--- src/rtl/r2_acc_pkg.sv ---
// Shared types and helpers for the ROACH2 accumulation sequencer.
// Holds the state encoding, the counter width and the zero-length saturation helper.
package r2_acc_pkg;

  localparam int CNT_W = 32;

  typedef enum logic [1:0] {
    ST_IDLE  = 2'd0,
    ST_ARMED = 2'd1,
    ST_RUN   = 2'd2
  } state_e;

  // A zero accumulation length from software means a single spectrum.
  function automatic logic [CNT_W-1:0] len_sat(input logic [CNT_W-1:0] len);
    return (len == '0) ? CNT_W'(1) : len;
  endfunction

endpackage

--- src/rtl/r2_acc_cnt.sv ---
// Channel/spectrum counter pair. The flags describe the sample currently presented,
// and clr_i makes that sample channel 0 of spectrum 0 before it is counted.
module r2_acc_cnt
  import r2_acc_pkg::*;
#(
  parameter int SPEC_LEN = 2048
) (
  input  logic             clk,
  input  logic             rst,
  input  logic             clr_i,
  input  logic             en_i,
  input  logic [CNT_W-1:0] len_i,
  output logic             chan_zero_o,
  output logic             first_o,
  output logic             last_o,
  output logic             wrap_o
);

  localparam int CH_W = $clog2(SPEC_LEN);

  logic [CH_W-1:0]  chan_q, chan_d, chan_eff;
  logic [CNT_W-1:0] spec_q, spec_d, spec_eff;

  assign chan_eff    = clr_i ? '0 : chan_q;
  assign spec_eff    = clr_i ? '0 : spec_q;
  assign chan_zero_o = (chan_q == '0);
  assign first_o     = (spec_eff == '0);
  assign last_o      = (spec_eff == len_i - CNT_W'(1));
  assign wrap_o      = (chan_eff == CH_W'(SPEC_LEN - 1));

  // NOTE: every variable assigned in always_comb gets a default first, so no latch is inferred.
  always_comb begin
    chan_d = chan_eff;
    spec_d = spec_eff;
    if (en_i) begin
      chan_d = chan_eff + CH_W'(1);
      if (wrap_o) begin
        spec_d = last_o ? '0 : spec_eff + CNT_W'(1);
      end
    end
  end

  // NOTE: sequential state uses non-blocking assignments only, so every flop samples pre-edge values.
  always_ff @(posedge clk or posedge rst) begin
    if (rst) begin
      chan_q <= '0;
      spec_q <= '0;
    end else begin
      chan_q <= chan_d;
      spec_q <= spec_d;
    end
  end

endmodule

--- src/rtl/r2_acc_ctrl.sv ---
// Accumulation sequencer: arms on an arm edge, aligns integrations to sync and tags
// each sample for the vector accumulator with new/dump/end-of-integration flags.
module r2_acc_ctrl
  import r2_acc_pkg::*;
#(
  parameter int SPEC_LEN = 2048,
  parameter int DATA_W   = 36
) (
  input  logic              user_clk,
  input  logic              user_rst,
  input  logic [31:0]       acc_len,
  input  logic              arm,
  input  logic              sync_in,
  input  logic              valid_in,
  input  logic [DATA_W-1:0] data_in,
  output logic [DATA_W-1:0] data_out,
  output logic              valid_out,
  output logic              acc_new,
  output logic              acc_dump,
  output logic              acc_eoi,
  output logic [31:0]       acc_cnt,
  output logic              armed,
  output logic              sync_err
);

  state_e             state_q, state_d;
  logic               arm_q;
  logic [CNT_W-1:0]   len_q, len_d, len_eff;
  logic               sync_err_q, sync_err_d;
  logic [CNT_W-1:0]   acc_cnt_q, acc_cnt_d;
  logic [DATA_W-1:0]  data_q;
  logic               valid_q, new_q, dump_q, eoi_q, armed_q;

  logic arm_edge, start, in_run, resync, restart, smp;
  logic chan_zero, spec_first, spec_last, chan_wrap, eoi;

  assign arm_edge = arm & ~arm_q;
  // An arm edge wins over a same-cycle sync: the sample is dropped and we stay ARMED.
  assign start    = (state_q == ST_ARMED) & valid_in & sync_in & ~arm_edge;
  assign in_run   = (state_q == ST_RUN) & ~arm_edge;
  assign resync   = in_run & valid_in & sync_in & ~chan_zero;
  assign restart  = start | resync;
  assign smp      = valid_in & (start | in_run);
  assign len_eff  = restart ? len_sat(acc_len) : len_q;
  assign eoi      = spec_last & chan_wrap;

  r2_acc_cnt #(
    .SPEC_LEN (SPEC_LEN)
  ) u_cnt (
    .clk         (user_clk),
    .rst         (user_rst),
    .clr_i       (restart | arm_edge),
    .en_i        (smp),
    .len_i       (len_eff),
    .chan_zero_o (chan_zero),
    .first_o     (spec_first),
    .last_o      (spec_last),
    .wrap_o      (chan_wrap)
  );

  always_comb begin
    state_d = state_q;
    case (state_q)
      ST_IDLE:  if (arm_edge) state_d = ST_ARMED;
      ST_ARMED: if (start)    state_d = ST_RUN;
      ST_RUN:   if (arm_edge) state_d = ST_ARMED;
      default:  state_d = ST_IDLE;
    endcase
  end

  always_comb begin
    len_d      = len_q;
    sync_err_d = sync_err_q;
    acc_cnt_d  = acc_cnt_q;
    // Length is sampled only at integration boundaries so mid-integration writes wait.
    if (restart || (smp && eoi)) begin
      len_d = len_sat(acc_len);
    end
    if (arm_edge) begin
      sync_err_d = 1'b0;
    end else if (resync) begin
      sync_err_d = 1'b1;
    end
    if (smp && eoi) begin
      acc_cnt_d = acc_cnt_q + CNT_W'(1);
    end
  end

  always_ff @(posedge user_clk or posedge user_rst) begin
    if (user_rst) begin
      state_q    <= ST_IDLE;
      arm_q      <= 1'b0;
      len_q      <= CNT_W'(1);
      sync_err_q <= 1'b0;
      acc_cnt_q  <= '0;
      data_q     <= '0;
      valid_q    <= 1'b0;
      new_q      <= 1'b0;
      dump_q     <= 1'b0;
      eoi_q      <= 1'b0;
      armed_q    <= 1'b0;
    end else begin
      state_q    <= state_d;
      arm_q      <= arm;
      len_q      <= len_d;
      sync_err_q <= sync_err_d;
      acc_cnt_q  <= acc_cnt_d;
      data_q     <= data_in;
      valid_q    <= smp;
      new_q      <= smp & spec_first;
      dump_q     <= smp & spec_last;
      eoi_q      <= smp & eoi;
      armed_q    <= (state_q == ST_ARMED);
    end
  end

  assign data_out  = data_q;
  assign valid_out = valid_q;
  assign acc_new   = new_q;
  assign acc_dump  = dump_q;
  assign acc_eoi   = eoi_q;
  assign acc_cnt   = acc_cnt_q;
  assign armed     = armed_q;
  assign sync_err  = sync_err_q;

endmodule

--- config.mk ---
export PLATFORM = sky130hd
export DESIGN_NAME = r2_acc_ctrl
export DESIGN_NICKNAME = d
export VERILOG_FILES = /design/src/rtl/r2_acc_pkg.sv /design/src/rtl/r2_acc_cnt.sv /design/src/rtl/r2_acc_ctrl.sv
export SDC_FILE = /design/constraint.sdc
export NUM_CORES = 1
export LEC_CHECK = 0
export CORE_MARGIN = 1.5
export CORE_UTILIZATION = 54
export CTS_CLUSTER_SIZE = 30
export DETAILED_ROUTE_END_ITERATION = 7
export PLACE_DENSITY_LB_ADDON = 0.1
export SYNTH_ARGS = -nofsm -noshare
export SYNTH_HDL_FRONTEND = slang
export SYNTH_HIERARCHICAL = 1
export SYNTH_SLANG_ARGS = --single-unit
--- constraint.sdc ---
create_clock -name user_clk -period 13.9 [get_ports user_clk]
set_clock_uncertainty 0.15 [all_clocks]
set_input_delay 1.39 -clock user_clk [delete_from_list [all_inputs] [get_ports user_clk]]
set_output_delay 1.39 -clock user_clk [all_outputs]
set_load 0.02 [all_outputs]
==> out/results.ini, run 1 <==
[detailed_routing]
drcViolationCount = 0
drtPass1Iterations = 5
wl_met2_um = 9840
routed_wl_um = 21100
wl_met1_um = 9720
wl_met3_um = 1080
topRoutingLayerUsed = met4
vias_per_cell = 5.81
drtAntennaViolNets = 0
drtIter0Drc = 353
wl_per_cell_um = 18.8
vias = 6515

[critical_path]
cp_max_fo = 33
start_kind = primary input
crit_required_ps = 14050
cp.arrival_ps = 7890
crit_path_end_kind = flop
worstSetupPathType = in -> reg

[pwr]
p_per_area_mw_per_mm2 = 134
irDropWorstVdd_mv = 0.0812
leakagePower_nw = 4.33

[clocking]
htreeDepth = 4
ctsResizeCount = 0
clock-root-buffer = clkbuf_16
cts.sinks = 152
clk_latency_ps = 420
clk_path_buf_depth = 2
cts_tree = yes
hold_buffers = 0
post_cts_buffers = 0
cts-buffers-inserted = 17
clk_pin_slew_worst_paths_ps = 60

[grt]
gr-total-overflow = 0
grt_max_degree = 71
grt_pass1_vias = 6407
grt_pass1_wl_um = 33900
grt_use_total_pct = 26.9
antenna_found_initial = 0

[job]
cap_violations = 0

[logic_synthesis]
syn_inst = 773
yosysWarnings = 6
async_flop_share_pct = 100
syn-num-nets = 851
avgSynthCellArea_sq_um = 10.8
synth_edf_count = 0
netlist_area_sq_mm = 0.00833
ys_seq_area_share_pct = 45.7
synth_cell_types = 64
ys_ff_latch = 152
ys.flop_type = dfrtp_1

[sta]
slew_viol_final = 0
timing.fmax_mhz = 129
period_share_pct = 55.7
holdWs_ps = 329
rsz0062_at_grt = no
setup_viol = 0
period_needed_ps = 7740
tns_ps = 0
hold_viol = 0
relSlewSlack_pct = 30.2
worstMarginPinSlew_ps = 1050

[finish]
diodes = 0
areaGrowthSynthToFinish_pct = 26.5
layout_common_cells = dfrtp_1, clkdlybuf4s50_1, xnor2_1
drive_above_1_share_pct = 14.3
final_core_util_pct = 69.6
final_area_sq_mm = 0.0105
final_common_cell = dfrtp_1
nFillCells = 1110
fin_nets = 998
stdcell_count = 1121

[die]
num_io_pins = 147
die_w_um = 127
start_util_pct = 55.0
die-height_um = 127
core_area_sq_mm = 0.0151
fp.dieArea_sq_mm = 0.0162
rows = 45

[status]
status = finished clean

[min_path]
holdCritPathClass = reg -> reg

[placed_design]
place_area_sq_mm = 0.00991
port_buffers = 146
gp_congestion = 0.920
dpl.hpwl_um = 15500
placed_cells = 1089

[state kept, by name, indices dropped and copies added, names as in the netlist]
signal / cells
acc_cnt: 32
acc_dump: 1
acc_eoi: 1
acc_new: 1
arm_q: 1
armed: 1
data_out: 36
len_q: 32
state_q: 2
sync_err: 1
u_cnt/chan_q: 11
u_cnt/spec_q: 32
valid_out: 1
[worst paths after layout]
path	startpoint	end	slack, ps	cells after the start
worst max-delay path	valid_in	len_q[30]	6160	20
worst min-delay path	acc_cnt[31]	acc_cnt[31]	330	1
worst max register to register	u_cnt/chan_q[0]	len_q[30]	6700	23
worst min register to register	acc_cnt[31]	acc_cnt[31]	330	1
max in group asynchronous	user_rst	data_out[23]	11160	3
min in group asynchronous	user_rst	acc_new	1270	2
[metal layers]
layer  up-vias  global-route usage, %
met5         -                      0
met4         0                   8.29
met3        34                   5.07
met2       220                   43.5
met1      3202                   37.0
li1       3059                      -
[Yosys cell counts (5+ instances only)]
library cell,n,area (sq um)
dfrtp_1,151,3780
nand3_1,34,170
nor3_2,13,130
nor3b_1,6,45.0
nor4_1,33,206
a21oi_1,8,40.0
and3_1,13,81.3
clkbuf_1,9,33.8
o21ai_0,10,50.1
xnor2_1,65,569
and2_1,5,31.3
buf_6,5,56.3
nor2_1,51,191
or3_1,12,75.1
mux2_4,30,450
o211ai_1,8,60.1
xor2_1,44,385
ha_1,5,62.6
or4_1,7,52.6
nand4_1,25,156
nor2b_1,27,169
nand2_1,45,169
nand2b_1,9,56.3
nor3_1,39,195
inv_1,17,63.8
mux2_2,35,394
[metrics by stage]
stage,power (W),setup slack [ps]
floorplan,0.000818,7460
global placement,0.000911,5930
detailed placement,0.000922,5730
CTS,0.00142,6180
global route,0.00148,5870
finish,0.00142,6160
[worst max-delay path, cell delays in order]
cell and delay (ps):
clkdlybuf4s50_1 570, nand2_1 210, nor3_4 200, buf_4 390
mux2_2 470, inv_1 80, ha_1 230, or3b_2 490
or3_1 500, or4_4 470, xor2_1 170, nor4_2 240
nand4_2 240, or2_2 340, inv_1 60, and2_1 170
o2111ai_4 210, inv_4 150, or2_2 820, mux2_2 420
[layout make-up]
cell class / count / area, sq um / area share, %
Multi-Input combinational cell: 579 / 4290 / 40.7
Sequential cell: 152 / 3800 / 36.1
Timing Repair Buffer: 152 / 1510 / 14.3
Clock buffer: 19 / 433 / 4.11
Tap cell: 188 / 235 / 2.23
Clock inverter: 13 / 194 / 1.84
Inverter: 18 / 72.6 / 0.689
[logic make-up (layout without fill, tap and decap cells)]
kind of cell	Yosys count	count (layout)	synth area share, %
AOI/OAI and AO/OA	52	52	4.58
xor gates and xnor gates	111	111	12.0
adders and majority gates	5	5	0.751
buffers and inverters	42	202	3.02
DFF	152	152	45.7
muxes	67	67	10.4
and+or+nand+nor	344	344	23.6
[power by group]
part / leakage, nW / total, W / internal (W) / switching [W]
logic: 2.07 / 0.000402 / 0.000198 / 0.000204
clock network: 0.302 / 0.000495 / 0.000304 / 0.000191
registers: 1.96 / 0.000518 / 0.000491 / 0.0000273
No activity file was read; power rests on OpenSTA's default activity.
==> inputs of run 2 (changes only) <==
==> constraint.sdc (replaced) <==
create_clock -name user_clk -period 7.4 [get_ports user_clk]
set_clock_uncertainty 0.15 [all_clocks]
set_input_delay 0.74 -clock user_clk [delete_from_list [all_inputs] [get_ports user_clk]]
set_output_delay 0.74 -clock user_clk [all_outputs]
set_load 0.02 [all_outputs]
==> out/results.ini, run 2 (synthesis gave the netlist of run 1 again) <==
[status]
status = finished clean

[clocking]
post_cts_buffers = 0  ; unchanged
clock-root-buffer = clkbuf_16
cts.sinks = 152  ; unchanged
cts-buffers-inserted = 17  ; unchanged
cts_tree = yes
clk_latency_ps = 430  ; about the same
htreeDepth = 4  ; unchanged
clk_pin_slew_worst_paths_ps = 70  ; about the same
ctsResizeCount = 0  ; unchanged
clk_path_buf_depth = 2  ; unchanged
hold_buffers = 0  ; unchanged

[sta]
fin_ws_ps = 727  ; -5430 ps
setup_viol = 0  ; unchanged
rsz0062_at_grt = no
tns_ps = 0  ; unchanged
period_share_pct = 90.2
holdWs_ps = 325  ; -4.27 ps
period_needed_ps = 6670
timing.fmax_mhz = 150
relSlewSlack_pct = 48.8  ; +19 points
slew_viol_final = 0  ; unchanged
hold_viol = 0  ; unchanged
worstMarginPinSlew_ps = 762  ; -285 ps

[critical_path]
start_kind = flop
crit_slowest_cell = or3b_2
crit_cells = 23  ; +15%
cp_max_fo = 32  ; -3.0%
crit_chain = nor4_1 > nand2_1 > nor4_1 > inv_1 > a21oi_1 > nor3_4 > mux2_2 > inv_1 > ha_1 > or3b_2 > or3_1 > or4_4 > xor2_1 > nor4_2 > nand4_2 > or2_2 > inv_1 > and2_1 > o2111ai_4 > inv_4 > or2_2 > buf_12 > mux2_2
critPathBufInv = 5  ; unchanged
reg2reg_depth = 23  ; unchanged
worstSetupPathType = reg -> reg
cp_top_family = simple AND/OR/NAND/NOR gates
crit_path_end_kind = flop
crit_top_cell = inv_1
cp.arrival_ps = 6830  ; -1060 ps
worst_path_largest_cell_delay_ps = 490  ; -330 ps
crit_required_ps = 7560  ; -6490 ps

[detailed_routing]
vias = 6478  ; -0.57%
routed_wl_um = 20600  ; -2.1%
drtIter0Drc = 415  ; +18%
drtAntennaViolNets = 0  ; unchanged
drcViolationCount = 0  ; unchanged
vias_per_cell = 5.76  ; -0.83%
drtPass1Iterations = 5  ; unchanged
wl_per_cell_um = 18.3  ; -2.3%

[placed_design]
port_buffers = 146  ; unchanged
gp_congestion = 0.937  ; +1.8%
dp_slack_ps = 332  ; -5400 ps
placed_cells = 1092  ; +0.28%
dpl.hpwl_um = 15300  ; -1.1%

[pwr]
p_per_area_mw_per_mm2 = 248  ; +85%
clockPowerShare_pct = 33.6  ; -1.4 points
leakagePower_nw = 4.33  ; about the same
p_int_w = 0.00180  ; +82%
irDropWorstVdd_mv = 0.192  ; +140%
power.switching_w = 0.000812  ; +92%
p_seq_share_pct = 37.3  ; +0.7 points
p_comb_share_pct = 29.1  ; +0.7 points
swShare_pct = 31.0  ; +1.2 points
total_power_w = 0.00261  ; +85%

[min_path]
holdCritPathClass = reg -> reg
min_path_cells = 1  ; unchanged

[grt]
gr-total-overflow = 0  ; unchanged
grt_max_degree = 58  ; -18%
antenna_found_initial = 0  ; unchanged
grt_use_total_pct = 26.5  ; -0.41 points
grt_pass1_vias = 6366  ; -0.64%
grt_pass1_wl_um = 33600  ; -1.1%

[die]
core_area_sq_mm = 0.0151  ; unchanged
start_util_pct = 55.0  ; unchanged
num_io_pins = 147  ; unchanged
fp.dieArea_sq_mm = 0.0162  ; unchanged
die_w_um = 127  ; unchanged
die-height_um = 127  ; unchanged
rows = 45  ; unchanged

[finish]
layout_common_cells = dfrtp_1, clkdlybuf4s50_1, xnor2_1
fin_nets = 1001  ; +0.30%
multi_input_area_sq_mm = 0.00429  ; unchanged
final_common_cell = dfrtp_1
areaGrowthSynthToFinish_pct = 26.6
nFillCells = 1074  ; -3.2%
largest_register_ffs = 36  ; unchanged
stdcell_count = 1124  ; +0.27%
seqCellArea_sq_mm = 0.00380  ; unchanged
drive_above_1_share_pct = 14.6  ; +0.38 points
diodes = 0  ; unchanged

[job]
cap_violations = 0  ; unchanged

-- run 2: cell types whose count changed in the layout (fill, tap and decap cells not counted) --
cell and delta:
clkinv_2 -1, clkbuf_1 -1, inv_6 +3, buf_12 +2
clkinvlp_4 +2, bufinv_16 -2, buf_4 +1, clkinv_4 -1
-- run 2: cell type report --
cell class,count,area share (%)
multi-input cells,579,40.7
flip-flops and latches,152,36.1
clock buffers,18,4.07
inverters,18,0.688
repair buffers,155,14.7
well taps,188,2.23
clock inverters,14,1.53
-- run 2: worst register-to-register path, cell delays in order (launching register included) --
cell	delay, ps
dfrtp_1	410
nor4_1	310
nand2_1	100
nor4_1	340
inv_1	120
a21oi_1	400
nor3_4	190
mux2_2	390
inv_1	80
ha_1	240
or3b_2	490
or3_1	470
or4_4	460
xor2_1	180
nor4_2	250
nand4_2	240
or2_2	350
inv_1	60
and2_1	170
o2111ai_4	200
inv_4	150
or2_2	150
buf_12	240
mux2_2	410
-- run 2: worst paths after layout --
kind	startpoint	to	slack (ps)
worst max-delay path	u_cnt/chan_q[0]	len_q[30]	730
worst min-delay path	acc_cnt[31]	acc_cnt[31]	320
worst max register to register	u_cnt/chan_q[0]	len_q[30]	730
worst min register to register	acc_cnt[31]	acc_cnt[31]	320
max in group asynchronous	user_rst	data_out[12]	5300
min in group asynchronous	user_rst	valid_out	630
-- run 2: stage by stage --
| step | util [%] | cell area, sq um |
|---|---|---|
| 6_report | 69.6 | 10500 |
| 5_1_grt | 69.6 | 10500 |
| 4_1_cts | 69.6 | 10500 |
| 3_5_place_dp | 65.7 | 9960 |
| 3_3_place_gp | 65.7 | 9960 |
| 2_1_floorplan | - | 8330 |
-- run 2: power by group through the flow --
stage / Sequential [W] / Combinational [W] / Clock, W
finish: 0.000974 / 0.000762 / 0.000879
global route: 0.000985 / 0.000823 / 0.000928
CTS: 0.000974 / 0.000756 / 0.000894
detailed placement: 0.000984 / 0.000753 / 0
global placement: 0.000984 / 0.000732 / 0
floorplan: 0.000986 / 0.000551 / 0
-- run 2: layer usage --
metal / track usage [%] / part of all wire, % / vias up
li1: - / - / 3078
met1: 37.1 / 46 / 3148
met2: 41.4 / 46 / 218
met3: 6.03 / 6.0 / 34
met4: 8.16 / 2.0 / 0
met5: 0 / 0 / -
